==> src/rtl/mem_access_ctrl_pkg.sv <==
// rtl/mem_access_ctrl_pkg.sv - op codes, size codes, FSM states and op helpers for the memory stage
package mem_access_ctrl_pkg;

  // Execute-stage op codes for memory instructions
  localparam logic [7:0] EXE_LB_OP  = 8'b1110_0000;
  localparam logic [7:0] EXE_LH_OP  = 8'b1110_0001;
  localparam logic [7:0] EXE_LW_OP  = 8'b1110_0011;
  localparam logic [7:0] EXE_LBU_OP = 8'b1110_0100;
  localparam logic [7:0] EXE_LHU_OP = 8'b1110_0101;
  localparam logic [7:0] EXE_SB_OP  = 8'b1110_1000;
  localparam logic [7:0] EXE_SH_OP  = 8'b1110_1001;
  localparam logic [7:0] EXE_SW_OP  = 8'b1110_1011;

  // Bus transfer size codes
  localparam logic [1:0] SIZE_B = 2'd0;
  localparam logic [1:0] SIZE_H = 2'd1;
  localparam logic [1:0] SIZE_W = 2'd2;

  typedef enum logic [2:0] {
    ST_IDLE  = 3'd0,
    ST_REQ   = 3'd1,
    ST_WAIT  = 3'd2,
    ST_DRAIN = 3'd3,
    ST_DONE  = 3'd4
  } state_t;

  function automatic logic is_load(input logic [7:0] op);
    return (op == EXE_LB_OP) || (op == EXE_LBU_OP) || (op == EXE_LH_OP) ||
           (op == EXE_LHU_OP) || (op == EXE_LW_OP);
  endfunction

  function automatic logic is_store(input logic [7:0] op);
    return (op == EXE_SB_OP) || (op == EXE_SH_OP) || (op == EXE_SW_OP);
  endfunction

  function automatic logic is_mem_op(input logic [7:0] op);
    return is_load(op) || is_store(op);
  endfunction

  // Halfword accesses need bit 0 clear, word accesses need bits 1:0 clear
  function automatic logic misaligned(input logic [7:0] op, input logic [1:0] addr_lo);
    case (op)
      EXE_LH_OP, EXE_LHU_OP, EXE_SH_OP: return addr_lo[0];
      EXE_LW_OP, EXE_SW_OP:             return |addr_lo;
      default:                          return 1'b0;
    endcase
  endfunction

endpackage

==> src/rtl/mem_lane_fmt.sv <==
// rtl/mem_lane_fmt.sv - store lane replication/strobes and load lane extraction/extension
module mem_lane_fmt
  import mem_access_ctrl_pkg::*;
(
  input  logic [7:0]  st_op,
  input  logic [1:0]  st_addr_lo,
  input  logic [31:0] st_data,
  input  logic [7:0]  ld_op,
  input  logic [1:0]  ld_addr_lo,
  input  logic [31:0] ld_data,
  output logic [1:0]  size,
  output logic [3:0]  wstrb,
  output logic [31:0] wdata,
  output logic [31:0] ld_ext
);

  logic [7:0]  ld_byte;
  logic [15:0] ld_half;

  // Store side: transfer size, replicated data and byte enables for the issuing op
  always_comb begin
    size  = SIZE_W;
    wstrb = 4'b0000;
    wdata = 32'h0;
    case (st_op)
      EXE_LB_OP, EXE_LBU_OP: size = SIZE_B;
      EXE_LH_OP, EXE_LHU_OP: size = SIZE_H;
      EXE_SB_OP: begin
        size  = SIZE_B;
        wdata = {4{st_data[7:0]}};
        wstrb = 4'b0001 << st_addr_lo;
      end
      EXE_SH_OP: begin
        size  = SIZE_H;
        wdata = {2{st_data[15:0]}};
        wstrb = st_addr_lo[1] ? 4'b1100 : 4'b0011;
      end
      EXE_SW_OP: begin
        wdata = st_data;
        wstrb = 4'b1111;
      end
      default: ;
    endcase
  end

  // Load side: pick the addressed lane from the response word and extend it
  always_comb begin
    ld_byte = ld_data[7:0];
    case (ld_addr_lo)
      2'd1:    ld_byte = ld_data[15:8];
      2'd2:    ld_byte = ld_data[23:16];
      2'd3:    ld_byte = ld_data[31:24];
      default: ld_byte = ld_data[7:0];
    endcase
    ld_half = ld_addr_lo[1] ? ld_data[31:16] : ld_data[15:0];
    case (ld_op)
      EXE_LB_OP:  ld_ext = {{24{ld_byte[7]}}, ld_byte};
      EXE_LBU_OP: ld_ext = {24'h0, ld_byte};
      EXE_LH_OP:  ld_ext = {{16{ld_half[15]}}, ld_half};
      EXE_LHU_OP: ld_ext = {16'h0, ld_half};
      EXE_LW_OP:  ld_ext = ld_data;
      default:    ld_ext = 32'h0;
    endcase
  end

endmodule

==> src/rtl/mem_access_ctrl.sv <==
// rtl/mem_access_ctrl.sv - memory-stage load/store controller on a split-transaction SRAM bus
module mem_access_ctrl
  import mem_access_ctrl_pkg::*;
#(
  parameter int ADDR_W = 32,
  parameter int DATA_W = 32
) (
  input  logic              clk,
  input  logic              rst,
  input  logic              valid,
  input  logic [7:0]        op,
  input  logic [ADDR_W-1:0] addr,
  input  logic [DATA_W-1:0] store_data,
  input  logic              flush,
  input  logic              pipe_stall,
  output logic              data_req,
  output logic              data_wr,
  output logic [1:0]        data_size,
  output logic [ADDR_W-1:0] data_addr,
  output logic [DATA_W-1:0] data_wdata,
  output logic [3:0]        data_wstrb,
  input  logic              data_addr_ok,
  input  logic              data_data_ok,
  input  logic [DATA_W-1:0] data_rdata,
  output logic [DATA_W-1:0] load_result,
  output logic              done,
  output logic              stall,
  output logic              adel,
  output logic              ades,
  output logic [ADDR_W-1:0] bad_vaddr
);

  state_t      state;
  logic [7:0]  op_q;
  logic        in_idle;
  logic        fault;
  logic        accept;
  logic [1:0]  fmt_size;
  logic [3:0]  fmt_wstrb;
  logic [31:0] fmt_wdata;
  logic [31:0] fmt_ld_ext;

  assign in_idle = (state == ST_IDLE);
  assign fault   = misaligned(op, addr[1:0]);
  assign accept  = in_idle && valid && is_mem_op(op) && !fault && !flush;

  // Address errors are reported only for the instruction sitting in M while idle;
  // outputs are forced low while reset is asserted.
  assign adel      = rst && in_idle && valid && !flush && fault && is_load(op);
  assign ades      = rst && in_idle && valid && !flush && fault && is_store(op);
  assign bad_vaddr = (adel || ades) ? addr : '0;

  // Hold the pipeline while a request is in flight, on the accept cycle, and while a
  // squashed response is still outstanding and another memory op is waiting to issue.
  assign stall = rst && ((state == ST_REQ) || (state == ST_WAIT) || accept ||
                         ((state == ST_DRAIN) && valid && is_mem_op(op)));

  // Store formatting uses the live op/address; load extraction uses the latched request
  mem_lane_fmt u_lane_fmt (
    .st_op      (op),
    .st_addr_lo (addr[1:0]),
    .st_data    (store_data),
    .ld_op      (op_q),
    .ld_addr_lo (data_addr[1:0]),
    .ld_data    (data_rdata),
    .size       (fmt_size),
    .wstrb      (fmt_wstrb),
    .wdata      (fmt_wdata),
    .ld_ext     (fmt_ld_ext)
  );

  // Transaction FSM: accept, request handshake, response wait, squash drain, completion hold
  always_ff @(posedge clk) begin
    if (!rst) begin
      state       <= ST_IDLE;
      op_q        <= 8'h0;
      data_req    <= 1'b0;
      data_wr     <= 1'b0;
      data_size   <= 2'd0;
      data_addr   <= '0;
      data_wdata  <= '0;
      data_wstrb  <= 4'b0000;
      load_result <= '0;
      done        <= 1'b0;
    end else begin
      case (state)
        ST_IDLE: begin
          if (accept) begin
            op_q       <= op;
            data_addr  <= addr;
            data_size  <= fmt_size;
            data_wstrb <= fmt_wstrb;
            data_wdata <= fmt_wdata;
            data_wr    <= is_store(op);
            data_req   <= 1'b1;
            state      <= ST_REQ;
          end
        end
        ST_REQ: begin
          if (data_addr_ok) begin
            // An accepted request will produce a response even if squashed now
            data_req <= 1'b0;
            state    <= flush ? ST_DRAIN : ST_WAIT;
          end else if (flush) begin
            data_req <= 1'b0;
            state    <= ST_IDLE;
          end
        end
        ST_WAIT: begin
          if (flush) begin
            state <= data_data_ok ? ST_IDLE : ST_DRAIN;
          end else if (data_data_ok) begin
            if (is_load(op_q)) load_result <= fmt_ld_ext;
            done  <= 1'b1;
            state <= ST_DONE;
          end
        end
        ST_DRAIN: begin
          if (data_data_ok) state <= ST_IDLE;
        end
        ST_DONE: begin
          if (flush || !pipe_stall) begin
            done  <= 1'b0;
            state <= ST_IDLE;
          end
        end
        default: state <= ST_IDLE;
      endcase
    end
  end

endmodule

==> config.mk <==
export PLATFORM = sky130hd
export DESIGN_NAME = mem_access_ctrl
export DESIGN_NICKNAME = d
export VERILOG_FILES = /design/src/rtl/mem_access_ctrl_pkg.sv /design/src/rtl/mem_lane_fmt.sv /design/src/rtl/mem_access_ctrl.sv
export SDC_FILE = /design/constraint.sdc
export NUM_CORES = 1
export LEC_CHECK = 0
export BUFFER_PORTS_ARGS = -buffer_cell sky130_fd_sc_hd__buf_2
export CORE_MARGIN = 10
export CORE_UTILIZATION = 43
export CTS_CLUSTER_SIZE = 12
export DETAILED_ROUTE_END_ITERATION = 7
export PLACE_DENSITY = 0.74
export SLEW_MARGIN = 10
export SYNTH_ARGS = -nofsm -noshare
export SYNTH_HDL_FRONTEND = slang
export SYNTH_SLANG_ARGS = --single-unit
==> constraint.sdc <==
create_clock -name clk -period 1.7 [get_ports clk]
set_input_delay 0 -clock clk [delete_from_list [all_inputs] [get_ports clk]]
set_output_delay 0 -clock clk [all_outputs]
set_load 0.05 [all_outputs]
==> summary by stage, run 1 <==
Flow run
Max-cap violations in this run came to 0.

Setup path
The worst setup path is captured at a primary output. Along the worst path, the maximum fanout reaches 8. The required time of the worst setup path is 1.70 ns. The setup path with the least slack is of type reg2out.

The type of element launching the critical path is a flip-flop. For the worst setup path, the data arrival time is between 2 and 2.5 ns.

Global route
For this run the aggregate overflow at the end of global routing stands at 0. Global routing used 25.3% of the available tracks across all layers. The number of antenna violations at the first check in global routing is 1. The largest net degree at the start of global routing is 65. The first-pass GRT wire length is 37000 um.

The via count of the first global-routing pass was 6747.

Timing
For the final routed database, the setup TNS stands at -14.50 ns. In this run the tightest slew margin relative to its limit is 64.0%. Counting I/O delays and the setup requirement, the final critical path takes 2.09 ns. The final critical path takes up 123% of the cycle.

The number of hold violations in the final report is 0. The worst hold slack across all endpoints is roughly 0.037 ns. The setup clock skew after layout is 0.00679 ns. In the post-route analysis, the smallest setup slack over all paths is -0.389 ns.

Setup repair after global routing could not meet its margin everywhere. The upper clock frequency limit is 479 MHz. The slew at the pin closest to its max-slew limit is between 0.5 and 0.6 ns. The final count of pins violating max slew was 0. Setup violations remaining at the end of the flow were counted as 90.

Layout
The layout cell share with drive strength beyond 1 is 47.9%. The final-layout fill cell count is 774. Excluding fillers, the count of instances in the completed layout stands at 1176. For this run, the post-layout net count is 1103.

The signed area change from the synthesized netlist to the final layout is 73.3%. The post-layout instance area is 9830 um2.

Synth
When the netlist entered floorplanning its net count stood at about 750. Counting flops with a built-in enable in the synthesized netlist gives 0. In this run, synthesis produced a sequential element count of 116. The post-synthesis instance area is ~5700 um2. Summed over its instances, the top area cell type makes up 40.9% of the synthesized netlist area. Synthesis instantiated 59 different standard cells from the library. The yosys synthesis warning count is 0. Sorting the synthesized cells by area gives the leading types as sky130_fd_sc_hd__dfxtp_1 (41%), sky130_fd_sc_hd__a21oi_1 (6.5%), sky130_fd_sc_hd__nand3_1 (4.1%).

The share of flip-flops with an asynchronous set or reset is 0%. Synthesis produced a netlist whose cell count is 634. A synthesized cell averages 8.95 um2.

The library cell occupying the most area in the post-synthesis netlist is sky130_fd_sc_hd__dfxtp_1. Counting instances in the post-synthesis netlist gives the leading cell types as sky130_fd_sc_hd__dfxtp_1 (116), sky130_fd_sc_hd__a21oi_1 (74), sky130_fd_sc_hd__nand3_1 (47). The proportion of synthesized chip area in sequential cells is 40.9%.

For this run, the leading register cell type out of synthesis is sky130_fd_sc_hd__dfxtp_1. The leading cell type by number of instances after synthesis is sky130_fd_sc_hd__dfxtp_1.

Floorplanning
The die covers 18200 um2. The floorplan has 41 rows. The core region is roughly 13000 um2. The effective utilization at floorplan is 44.4%.

From left edge to right edge, the die measures approximately 130 um. The number of top-level design ports is 251. The die is around 130 um tall.

Placement
The placer congestion estimate is 0.864. Detailed placement ended at an HPWL of 15100 um. The instance area after placement is 7360 um2. The number of input and output port buffers inserted is 250. The number of placed instances with taps included is about 1000.

Clock network
The number of sinks driven by the clock tree is 116. The number of buffers on the longest clock path is 2. Clock-pin slew was measured on the worst setup and hold paths at 0.05 ns. Counting the buffers created by CTS gives 17.

The root buffer cell is sky130_fd_sc_hd__clkbuf_16. The H-tree generated during clock tree synthesis spans 4 levels. The latest clock arrival within the worst-skew pair is 0.41 ns. The CTS tree is built.

Pwr
IR analysis of the VDD net gives a maximum drop of 0.000730 V. The reported leakage power is 0.00422 uW. The power density over the cells is 713 nW/um2.

The power consumption is 7010 uW.

Drt
The number of nets with antenna violations after routing is 0. The overall via count from detail_route is 7017. The routed length per instance is 22.5 um. The first routing iteration left approximately 730 violations. The number of DRC violations after detailed routing is 0. Wires add up to 26400 um. The total iterations of the first detailed-routing run is 5. Using the TritonRoute via totals, the vias-per-cell ratio works out to about 6.0.

Worst hold path
In this run the worst hold path is classified as in2reg.

Status
The flow ran to the end, but the final reports show violations. The final reports fail on negative setup slack.
==> worst paths after layout <==
| kind | end | start | cells after the start | slack (ns) |
|---|---|---|---|---|
| min reg2reg | data_addr[3] | data_addr[3] | 2 | 0.46 |
| min | data_addr[1] | addr[1] | 4 | 0.04 |
| max reg2reg | load_result[30] | state[2] | 7 | -0.12 |
| max | bad_vaddr[22] | state[0] | 7 | -0.39 |
==> cell usage in the layout, fill, tap and decap left out, types with 16 or more instances in the layout <==
cell type	instances
sky130_fd_sc_hd__buf_2	215
sky130_fd_sc_hd__dfxtp_1	110
sky130_fd_sc_hd__dlygate4sd3_1	88
sky130_fd_sc_hd__a21oi_1	70
sky130_fd_sc_hd__nand3_1	46
sky130_fd_sc_hd__nand2_1	32
sky130_fd_sc_hd__and2_4	32
sky130_fd_sc_hd__o21ai_2	31
sky130_fd_sc_hd__buf_4	30
sky130_fd_sc_hd__buf_6	28
sky130_fd_sc_hd__clkbuf_16	26
sky130_fd_sc_hd__a22oi_1	25
sky130_fd_sc_hd__o2bb2ai_1	25
sky130_fd_sc_hd__buf_8	21
sky130_fd_sc_hd__a211oi_2	16
==> area by class of cell <==
class	instances	area, um2	area share (%)
multi-input combinational	449	3420	34.8
inverter	5	18.8	0.191
antenna	1	2.50	0.0254
clock inverter	4	45.0	0.458
sequential	116	2330	23.7
clock buffer	26	519	5.28
tap	172	215	2.19
timing repair buffer	403	3280	33.3
==> sequential cells by signal (all words and copies together), names as in the netlist <==
name and flops:
data_addr 32, data_req 1, data_size 2, data_wdata 32, data_wr 1, data_wstrb 4
done 1, load_result 32, op_q 8, state 3
==> cells by family after synthesis <==
logic type | count (synthesis) | share of synthesized area [%]
compound gates | 253 | 31.1
simple gates | 173 | 17.3
flops | 116 | 40.9
buf+inv | 69 | 6.11
mux | 23 | 4.56
==> critical path: stages (launching register included) <==
cell	delay, ns
sky130_fd_sc_hd__dfxtp_2	0.34
sky130_fd_sc_hd__nor4_4	0.28
sky130_fd_sc_hd__and3_4	0.23
sky130_fd_sc_hd__nor3b_4	0.22
sky130_fd_sc_hd__buf_6	0.16
sky130_fd_sc_hd__clkbuf_16	0.16
sky130_fd_sc_hd__and2_4	0.15
sky130_fd_sc_hd__buf_8	0.14
==> routing by layer <==
layer | part of all wire (%) | global-route usage, %
met1 | 37 | 28.4
met2 | 48 | 40.0
met3 | 11 | 11.3
met4 | 3.7 | 12.4
met5 | 0 | 0
==> per-stage QoR <==
stage                     worst slack [ns]  utilization [%]
after floorplan                    -0.0472                -
after detailed placement           -0.0614             57.6
after global routing                -0.460             77.0
final                               -0.389             77.0
after global placement             0.00553             57.6
after CTS                           -0.354             72.0
==> power breakdown <==
| part | switching [uW] | internal, uW | total [uW] | leakage [uW] |
|---|---|---|---|---|
| sequential | 4.54 | 2720 | 2730 | 0.000938 |
| clock | 1220 | 2220 | 3440 | 0.000282 |
| combinational | 425 | 418 | 843 | 0.00300 |
| total | 1650 | 5360 | 7010 | 0.00422 |
==> repair_timing <==
item | 4_1_cts | 5_1_grt
setup endpoints to repair | 59 | 108
pin swaps | 5 | 7
resized for setup | 99 | 128
hold buffers | 88 | 0
hold endpoints to repair | 84 | 0
setup buffers | 6 | 5
cloned | 2 | 13
No activity file was read; power rests on OpenSTA's default activity.
==> inputs of run 2 (changes only) <==
--- a/config.mk
+++ b/config.mk
@@ -7,11 +7,12 @@
 export LEC_CHECK = 0
 export BUFFER_PORTS_ARGS = -buffer_cell sky130_fd_sc_hd__buf_2
 export CORE_MARGIN = 10
-export CORE_UTILIZATION = 43
+export CORE_UTILIZATION = 44
 export CTS_CLUSTER_SIZE = 12
 export DETAILED_ROUTE_END_ITERATION = 7
 export PLACE_DENSITY = 0.74
 export SLEW_MARGIN = 10
 export SYNTH_ARGS = -nofsm -noshare
 export SYNTH_HDL_FRONTEND = slang
+export SYNTH_HIERARCHICAL = 1
 export SYNTH_SLANG_ARGS = --single-unit
==> summary by stage, run 2 <==
Layout
The layout cell share with drive strength beyond 1 is 38.2%. Leaving out fill and tap cells, the most frequent cell in the layout is sky130_fd_sc_hd__buf_2. The signed area change from the synthesized netlist to the final layout is 58.2%. With fillers left out, the area of the finished cells amounts to 9860 um2. At the end of the flow, the number of nets in the layout was ~1200. The count of cells in the finished layout, fillers not included, comes to roughly 1300. The largest registers in the layout are data_addr x32, data_wdata x32, load_result x32. The top cell types in the final layout, fill and taps aside, are sky130_fd_sc_hd__buf_2 (215), sky130_fd_sc_hd__a21oi_1 (149), sky130_fd_sc_hd__dfxtp_1 (109). The core occupancy in the finished layout is 71.0%.

Setup path
The arrival time reported for the critical path endpoint is 1.94 ns. The type of element launching the critical path is a flip-flop. The worst reg-to-reg path cell count is 8.

The startpoint-to-endpoint class of the critical path is reg2out. In this run the worst path has a maximum fanout of 16. The internal reg-to-reg setup slack is -0.10 ns. The launch point of the worst reg-to-reg path is state[1].

The destination of the worst register-to-register timing path is data_addr[12]. The required time of the worst setup path is ~1.7 ns. STA classifies the critical path endpoint as a primary output.

Global route
The residual overflow from global routing is 0. The first-pass GRT wire length is 40600 um. The global-route usage over all layers is 25.4%. The largest net degree at the start of global routing is 74.

The via count of the first global-routing pass is roughly 7500. The number of antenna violations at the first check in global routing is 4.

Timing
Dividing the final minimum period by the clock period gives 114%. The final count of pins violating max slew is 0. The post-route worst setup slack is -0.240 ns. The worst hold slack across all endpoints is 0.0233 ns. The setup clock skew after layout is 0.00711 ns. Headroom to the max-slew limit came out at 59.1%. For this run, the top clock speed supported by timing is 515 MHz.

The slew at the pin closest to its max-slew limit is 0.613 ns. The total setup violations reported at the end of the flow is 37. The number of hold violations in the final report is 0.

Setup repair after global routing could not meet its margin everywhere. The final period demand of the worst path is 1.94 ns.

Drt
The DRC violation total after the first TritonRoute iteration is 760. Once detail routing completed, the nets flagged for antenna violations numbered 0. The detailed router placed 7766 vias in this run.

In the routed layout, each cell is associated on average with a via count of 6.01. The number of DRC violations after detailed routing is 0. The first detailed-routing pass ran for 6 iterations. After detailed routing, the total wire length is 27600 um. The routed length per instance is 21.4 um.

Status
The flow ran to the end, but the final reports show violations. The final reports fail on negative setup slack.

Worst hold path
The hold-critical path depth is 4. The path with the worst hold slack has its endpoint at data_wdata[4]. The critical hold path startpoint is store_data[4]. The min-delay analysis places its worst path in the category in2reg.

Clock network
The root buffer cell is sky130_fd_sc_hd__clkbuf_16. At the later pin of the worst-skew pair, clock insertion delay measures between 0.4 and 0.5 ns. The clock-pin slew on the worst setup and hold paths is around 0.060 ns. Buffers inserted during clock tree synthesis total 17. The CTS tree is built.

The H-tree was split into 4 levels. The number of sinks driven by the clock tree is between 100 and 150. The number of buffers on the longest clock path is 2.

Synth
By area the synthesized netlist is led by sky130_fd_sc_hd__dfxtp_1 (37%), sky130_fd_sc_hd__a21oi_1 (12%), sky130_fd_sc_hd__o21ai_0 (6.3%). Among all cell types in the netlist, the one instantiated most often is sky130_fd_sc_hd__a21oi_1. For this run, the leading register cell type out of synthesis is sky130_fd_sc_hd__dfxtp_1.

Each instance of the synthesized netlist takes up on average 7.93 um2. Summing every instance area after synthesis gives 6230 um2. After synthesis, the largest area contributor takes up 37.3% of total cell area. The post-synthesis register bit count is ~120. The synthesized instance count is about 790.

When the netlist entered floorplanning its net count stood at 897. The synthesized netlist contains 54 unique library cells. Counting instances in the post-synthesis netlist gives the leading cell types as sky130_fd_sc_hd__a21oi_1 (149), sky130_fd_sc_hd__dfxtp_1 (116), sky130_fd_sc_hd__o21ai_0 (78). The yosys synthesis warning count is 6. Sequential cells were found to cover 37.3% of the synthesized design area.

The number of enable-type register cells in the synthesized netlist is 0. The synthesized design spends more area on one cell type than any other, namely sky130_fd_sc_hd__dfxtp_1. Of all flip-flops after synthesis, the portion carrying an async set or reset was 0%.

Flow run
The max-capacitance violation count is 0.

Placement
In this run, placement finished with an instance count of 1174. In this run the cell area measured after placement is just under 8000 um2. Buffers placed on the I/O ports in this run total 250.

Routability-driven placement finished with a final weighted congestion of 0.884. Summed over all nets, the half-perimeter wirelength after detailed placement is 16100 um.

Floorplanning
The die covers 19300 um2. After floorplanning, the core was sized to cover 13900 um2. The chip width is 139 um.

The initial utilization of the core area, before any placement, comes to 44.9%. The number of rows in the core area is 43. The vertical extent of the die is 139 um. The number of top-level design ports is 251.

Pwr
The power density over the cells is 742 nW/um2. Across the VDD grid, the largest voltage drop is roughly 0.00052 V. In this run the static leakage power is 0.00453 uW.
-- run 2: cell types whose count changed in the layout (fill, tap and decap cells not counted), sizes merged, moves of 18 or more --
cell	change
nand2	+25
a211oi	-18
o2bb2ai	-25
dlygate4sd3	-22
nand3	+27
o21ai	+49
a41o	+32
a21oi	+73
-- run 2: timing repair --
| item | in CTS | in global routing |
|---|---|---|
| endpoints found under the setup margin | 36 | 107 |
| pin swaps | 15 | 7 |
| hold buffers | 66 | 0 |
| endpoints found under the hold margin | 57 | 0 |
| buffers inserted | 8 | 3 |
| gates cloned | 3 | 7 |
| resized for setup | 99 | 64 |
-- run 2: critical path, cell delays in order, from the launching register on --
cell and delay (ns):
sky130_fd_sc_hd__dfxtp_2 0.33, sky130_fd_sc_hd__nor2_4 0.15, sky130_fd_sc_hd__nand3_4 0.10, sky130_fd_sc_hd__nor4b_4 0.26, sky130_fd_sc_hd__buf_6 0.20, sky130_fd_sc_hd__buf_16 0.15
sky130_fd_sc_hd__and2_2 0.17, sky130_fd_sc_hd__buf_8 0.15
-- run 2: stage by stage --
step,worst slack [ns],setup TNS [ns],total power [uW]
6_report,-0.240,-6.99,7310
5_1_grt,-0.302,-10.02,7510
3_5_place_dp,0.0247,0,3350
4_1_cts,-0.225,-7.11,7260
3_3_place_gp,0.0516,0,3350
2_1_floorplan,-0.0329,-0.329,3050
-- run 2: kinds of logic (layout without fill, tap and decap cells) --
kind of cell	after synthesis	count (layout)	share of synthesized area [%]
AOI/OAI and AO/OA	320	320	31.9
and+or+nand+nor	249	250	21.0
DFF	116	116	37.3
buffers and inverters	90	412	6.69
muxes	10	10	3.03
xor gates and xnor gates	1	1	0.141
other	0	3	0
-- run 2: layout make-up --
cell class / count / area, um2
Fill cell: 1047 / 4020
Tap cell: 180 / 225
Clock inverter: 15 / 208
Timing Repair Buffer: 373 / 2960
Sequential cell: 116 / 2330
Inverter: 7 / 26.3
Clock buffer: 17 / 425
Antenna cell: 3 / 7.51
Multi-Input combinational cell: 581 / 3670
-- run 2: worst max-delay path by stage --
stage,startpoint,to,slack [ns],cells past startpoint
2_1_floorplan,data_addr[1],load_result[21],-0.03,6
3_3_place_gp,data_addr[1],load_result[16],0.05,5
3_5_place_dp,op_q[3],load_result[8],0.02,5
4_1_cts,state[1],bad_vaddr[21],-0.23,7
5_1_grt,state[1],bad_vaddr[24],-0.30,7
6_report,state[1],bad_vaddr[25],-0.24,7
-- run 2: metal layers --
| layer | vias to the layer above | wire length [um] | share of wire [%] | track usage (%) |
|---|---|---|---|---|
| met4 | 2 | 994 | 3.6 | 9.99 |
| li1 | 3514 | - | - | - |
| met5 | - | 13 | 0.047 | 0 |
| met2 | 561 | 13200 | 48 | 41.5 |
| met1 | 3591 | 9740 | 35 | 28.3 |
| met3 | 98 | 3640 | 13 | 11.4 |
-- run 2: report_power, final --
group	leakage, uW	switching [uW]	internal [uW]	total (uW)
sequential	0.000938	2.52	2720	2720
combinational	0.00329	423	306	729
clock	0.000296	1400	2460	3860
total	0.00453	1820	5490	7310
==> inputs of run 3 (changes only) <==
--- a/config.mk
+++ b/config.mk
@@ -7,10 +7,10 @@
 export LEC_CHECK = 0
 export BUFFER_PORTS_ARGS = -buffer_cell sky130_fd_sc_hd__buf_2
 export CORE_MARGIN = 10
-export CORE_UTILIZATION = 44
+export CORE_UTILIZATION = 45
 export CTS_CLUSTER_SIZE = 12
 export DETAILED_ROUTE_END_ITERATION = 7
-export PLACE_DENSITY = 0.74
+export PLACE_DENSITY = 0.72
 export SLEW_MARGIN = 10
 export SYNTH_ARGS = -nofsm -noshare
 export SYNTH_HDL_FRONTEND = slang
==> constraint.sdc (replaced) <==
create_clock -name clk -period 2.1 [get_ports clk]
set_input_delay 0 -clock clk [delete_from_list [all_inputs] [get_ports clk]]
set_output_delay 0 -clock clk [all_outputs]
set_load 0.05 [all_outputs]
==> summary by stage, run 3 (synthesis results as in run 2) <==
Floorplanning
For this configuration, the core starts out at a cell density of 46.5%. Row generation in the floorplan step produced 42 rows. The die is 138 um wide.

The number of top-level design ports is 251. The area of the die is 19000 um2. The core region is 13400 um2. The floorplan step set the die height to 138 um.

Layout
Leaving out fill and tap cells, the most frequent cells in the layout are sky130_fd_sc_hd__buf_2 (217), sky130_fd_sc_hd__a21oi_1 (149), sky130_fd_sc_hd__dfxtp_1 (114). The layout cell share with drive strength beyond 1 is 32.3%. The count of cells in the finished layout, fillers not included, comes to 1256.

The leading cell type in the layout, fill and taps excluded is sky130_fd_sc_hd__buf_2. In the final layout, the registers with the most flip-flops are data_addr x32, data_wdata x32, load_result x32. Compared with the post-synthesis result, the final layout area differs by 45.3%.

The net count reported at finish is approximately 1200. The final-layout fill cell count is roughly 1100. Summing all multi-input logic gate instances after layout gives 3550 um2. The sequential cell area is 2320 um2. The core occupancy in the finished layout is 67.6%.

Worst hold path
The worst hold path belongs to the class in2reg. The worst hold path begins at store_data[29]. The end point of the worst hold path is data_wdata[29].

The hold-critical path depth is 5.

Setup path
The setup check on the worst reg-to-reg path leaves a slack of 0.31 ns. The kind of end point of the critical path is a primary output. The worst reg-to-reg path cell count is 5.

The launch point of the worst reg-to-reg path is op_q[0]. The arrival time reported for the critical path endpoint is 2.03 ns. The worst setup path is of the reg2out kind.

The type of element launching the critical path is a flip-flop. Data on the critical path is required at its endpoint by 2.10 ns. The worst register-to-register path ends at load_result[5]. The maximum fanout count along the critical path is 16.

Clock network
The H-tree was split into 4 levels. The number of buffers on the longest clock path is 2. Buffers inserted during clock tree synthesis total 17. TritonCTS built the clock tree. The root buffer cell is sky130_fd_sc_hd__clkbuf_16. After clock tree synthesis, the clock-pin slew on the worst setup and hold paths is roughly 0.06 ns. For this design, the sink count on the clock tree is 116.

The latest clock arrival within the worst-skew pair is 0.42 ns.

Timing
The setup clock skew after layout is 0.0101 ns. The final count of pins violating max slew is 0. Setup violations remaining at the end of the flow were counted as 0. Hold timing on the final database bottoms out at a slack of 0.00420 ns. The number of hold violations in the final report came to 0. The slew at the pin closest to its max-slew limit is roughly 0.58 ns.

The final period demand of the worst path is 2.03 ns. The upper clock frequency limit is 491 MHz. The tightest slew margin relative to the limit is between 60% and 70%.

The final critical path takes up 96.9% of the cycle. The final sum of negative setup slack is 0 ns. The post-route worst setup slack is between 0.06 and 0.07 ns.

Global route
The via count of the first global-routing pass is 7042. The global-route usage over all layers is 24.4%. Entering global routing, the biggest net connects 76 pins.

The number of antenna violations at the first check in global routing is 2. The first global-routing pass estimated 37000 um of wire. The total overflow left after global routing is 0.

Drt
The overall via count from detail_route is 7296. For this run, design rule violations remaining after detail routing come to 0. The vias per cell is 5.81.

The pre-antenna-repair detailed-routing pass consisted of 7 iterations. Once detail routing completed, the nets flagged for antenna violations numbered 0. Summed over all layers, the routed wires come to roughly 24000 um.

The routed length per instance is just under 20 um. After the first detailed-routing iteration, the DRC count stood at 664.

Placement
Buffers placed on the I/O ports in this run total 250. The pre-CTS worst setup slack is 0.244 ns. After legalization and detailed placement, the total HPWL measured 15500 um. The placer congestion estimate is 0.869. The number of placed instances with taps included is between 1000 and 1500.

Status
The run finished with clean final reports.

Pwr
The reported leakage power is roughly 0.0042 uW. VDD sags by at most 0.000672 V. The clock network power share is 51.4%. The reported net switching power is 1350 uW. Net switching is 23.7% of the power. For this design the ratio of total power to cell area is 629 nW/um2. Of the total power, registers draw 38.7%. The total internal power is about 4400 uW. Combinational logic is responsible for 9.9% of the overall power.

Flow run
Across the run, the number of max-cap violations was 0.
run 3: cell types whose count changed in the layout (fill, tap and decap cells not counted), moves of 9 or more:
cell	delta
sky130_fd_sc_hd__buf_4	+9
sky130_fd_sc_hd__buf_8	-21
sky130_fd_sc_hd__o21ai_0	+14
sky130_fd_sc_hd__and2_2	-14
sky130_fd_sc_hd__and2_1	+29
sky130_fd_sc_hd__and2_4	-15
run 3: final cells by class:
type | count | area share, %
sequential | 116 | 25.7
inverter | 7 | 0.290
multi-input combinational | 580 | 39.2
antenna | 2 | 0.0553
tap | 176 | 2.43
clock inverter | 11 | 1.46
clock buffer | 21 | 5.08
timing repair buffer | 343 | 25.8
run 3: worst max-delay path by stage:
stage	from	endpoint	cells past startpoint
after floorplan	data_addr[1]	load_result[21]	6
after global placement	data_addr[1]	load_result[29]	6
after detailed placement	data_addr[1]	load_result[27]	6
after CTS	state[0]	adel	6
after global routing	state[1]	bad_vaddr[20]	7
final	state[1]	bad_vaddr[20]	7
run 3: repair_timing:
item,4_1_cts,5_1_grt
setup buffers,0,3
hold endpoints to repair,57,1
hold buffers,64,1
gates cloned,0,1
resized for setup,35,22
pin swaps,0,3
setup endpoints to repair,33,38
run 3: per-layer routing:
layer	wire length (um)	GRT usage (%)	share of wire (%)	up-vias
met5	0	0	0	-
met4	716	9.78	2.9	0
met3	2950	10.5	12	61
met2	11800	39.2	48	398
met1	8920	27.9	37	3394
li1	-	-	-	3443
run 3: metrics by stage:
| stage | area [um2] | power [uW] |
|---|---|---|
| 3_3_place_gp | 7590 | 2700 |
| 3_5_place_dp | 7590 | 2700 |
| 6_report | 9060 | 5700 |
| 2_1_floorplan | 6240 | 2470 |
| 4_1_cts | 8920 | 5700 |
| 5_1_grt | 9050 | 5870 |
run 3: power groups by stage:
stage | registers (uW) | logic [uW] | clock network [uW]
CTS | 2210 | 539 | 2950
global placement | 2250 | 450 | 0
finish | 2210 | 564 | 2930
global route | 2210 | 601 | 3060
floorplan | 2260 | 213 | 0
detailed placement | 2250 | 449 | 0
run 3: worst max-delay path: stages, from the launching register on:
cell	delay (ns)
sky130_fd_sc_hd__dfxtp_2	0.36
sky130_fd_sc_hd__nor2_4	0.17
sky130_fd_sc_hd__nand3_2	0.14
sky130_fd_sc_hd__nor4b_4	0.28
sky130_fd_sc_hd__buf_6	0.16
sky130_fd_sc_hd__clkbuf_16	0.16
sky130_fd_sc_hd__and2_1	0.14
sky130_fd_sc_hd__buf_4	0.20
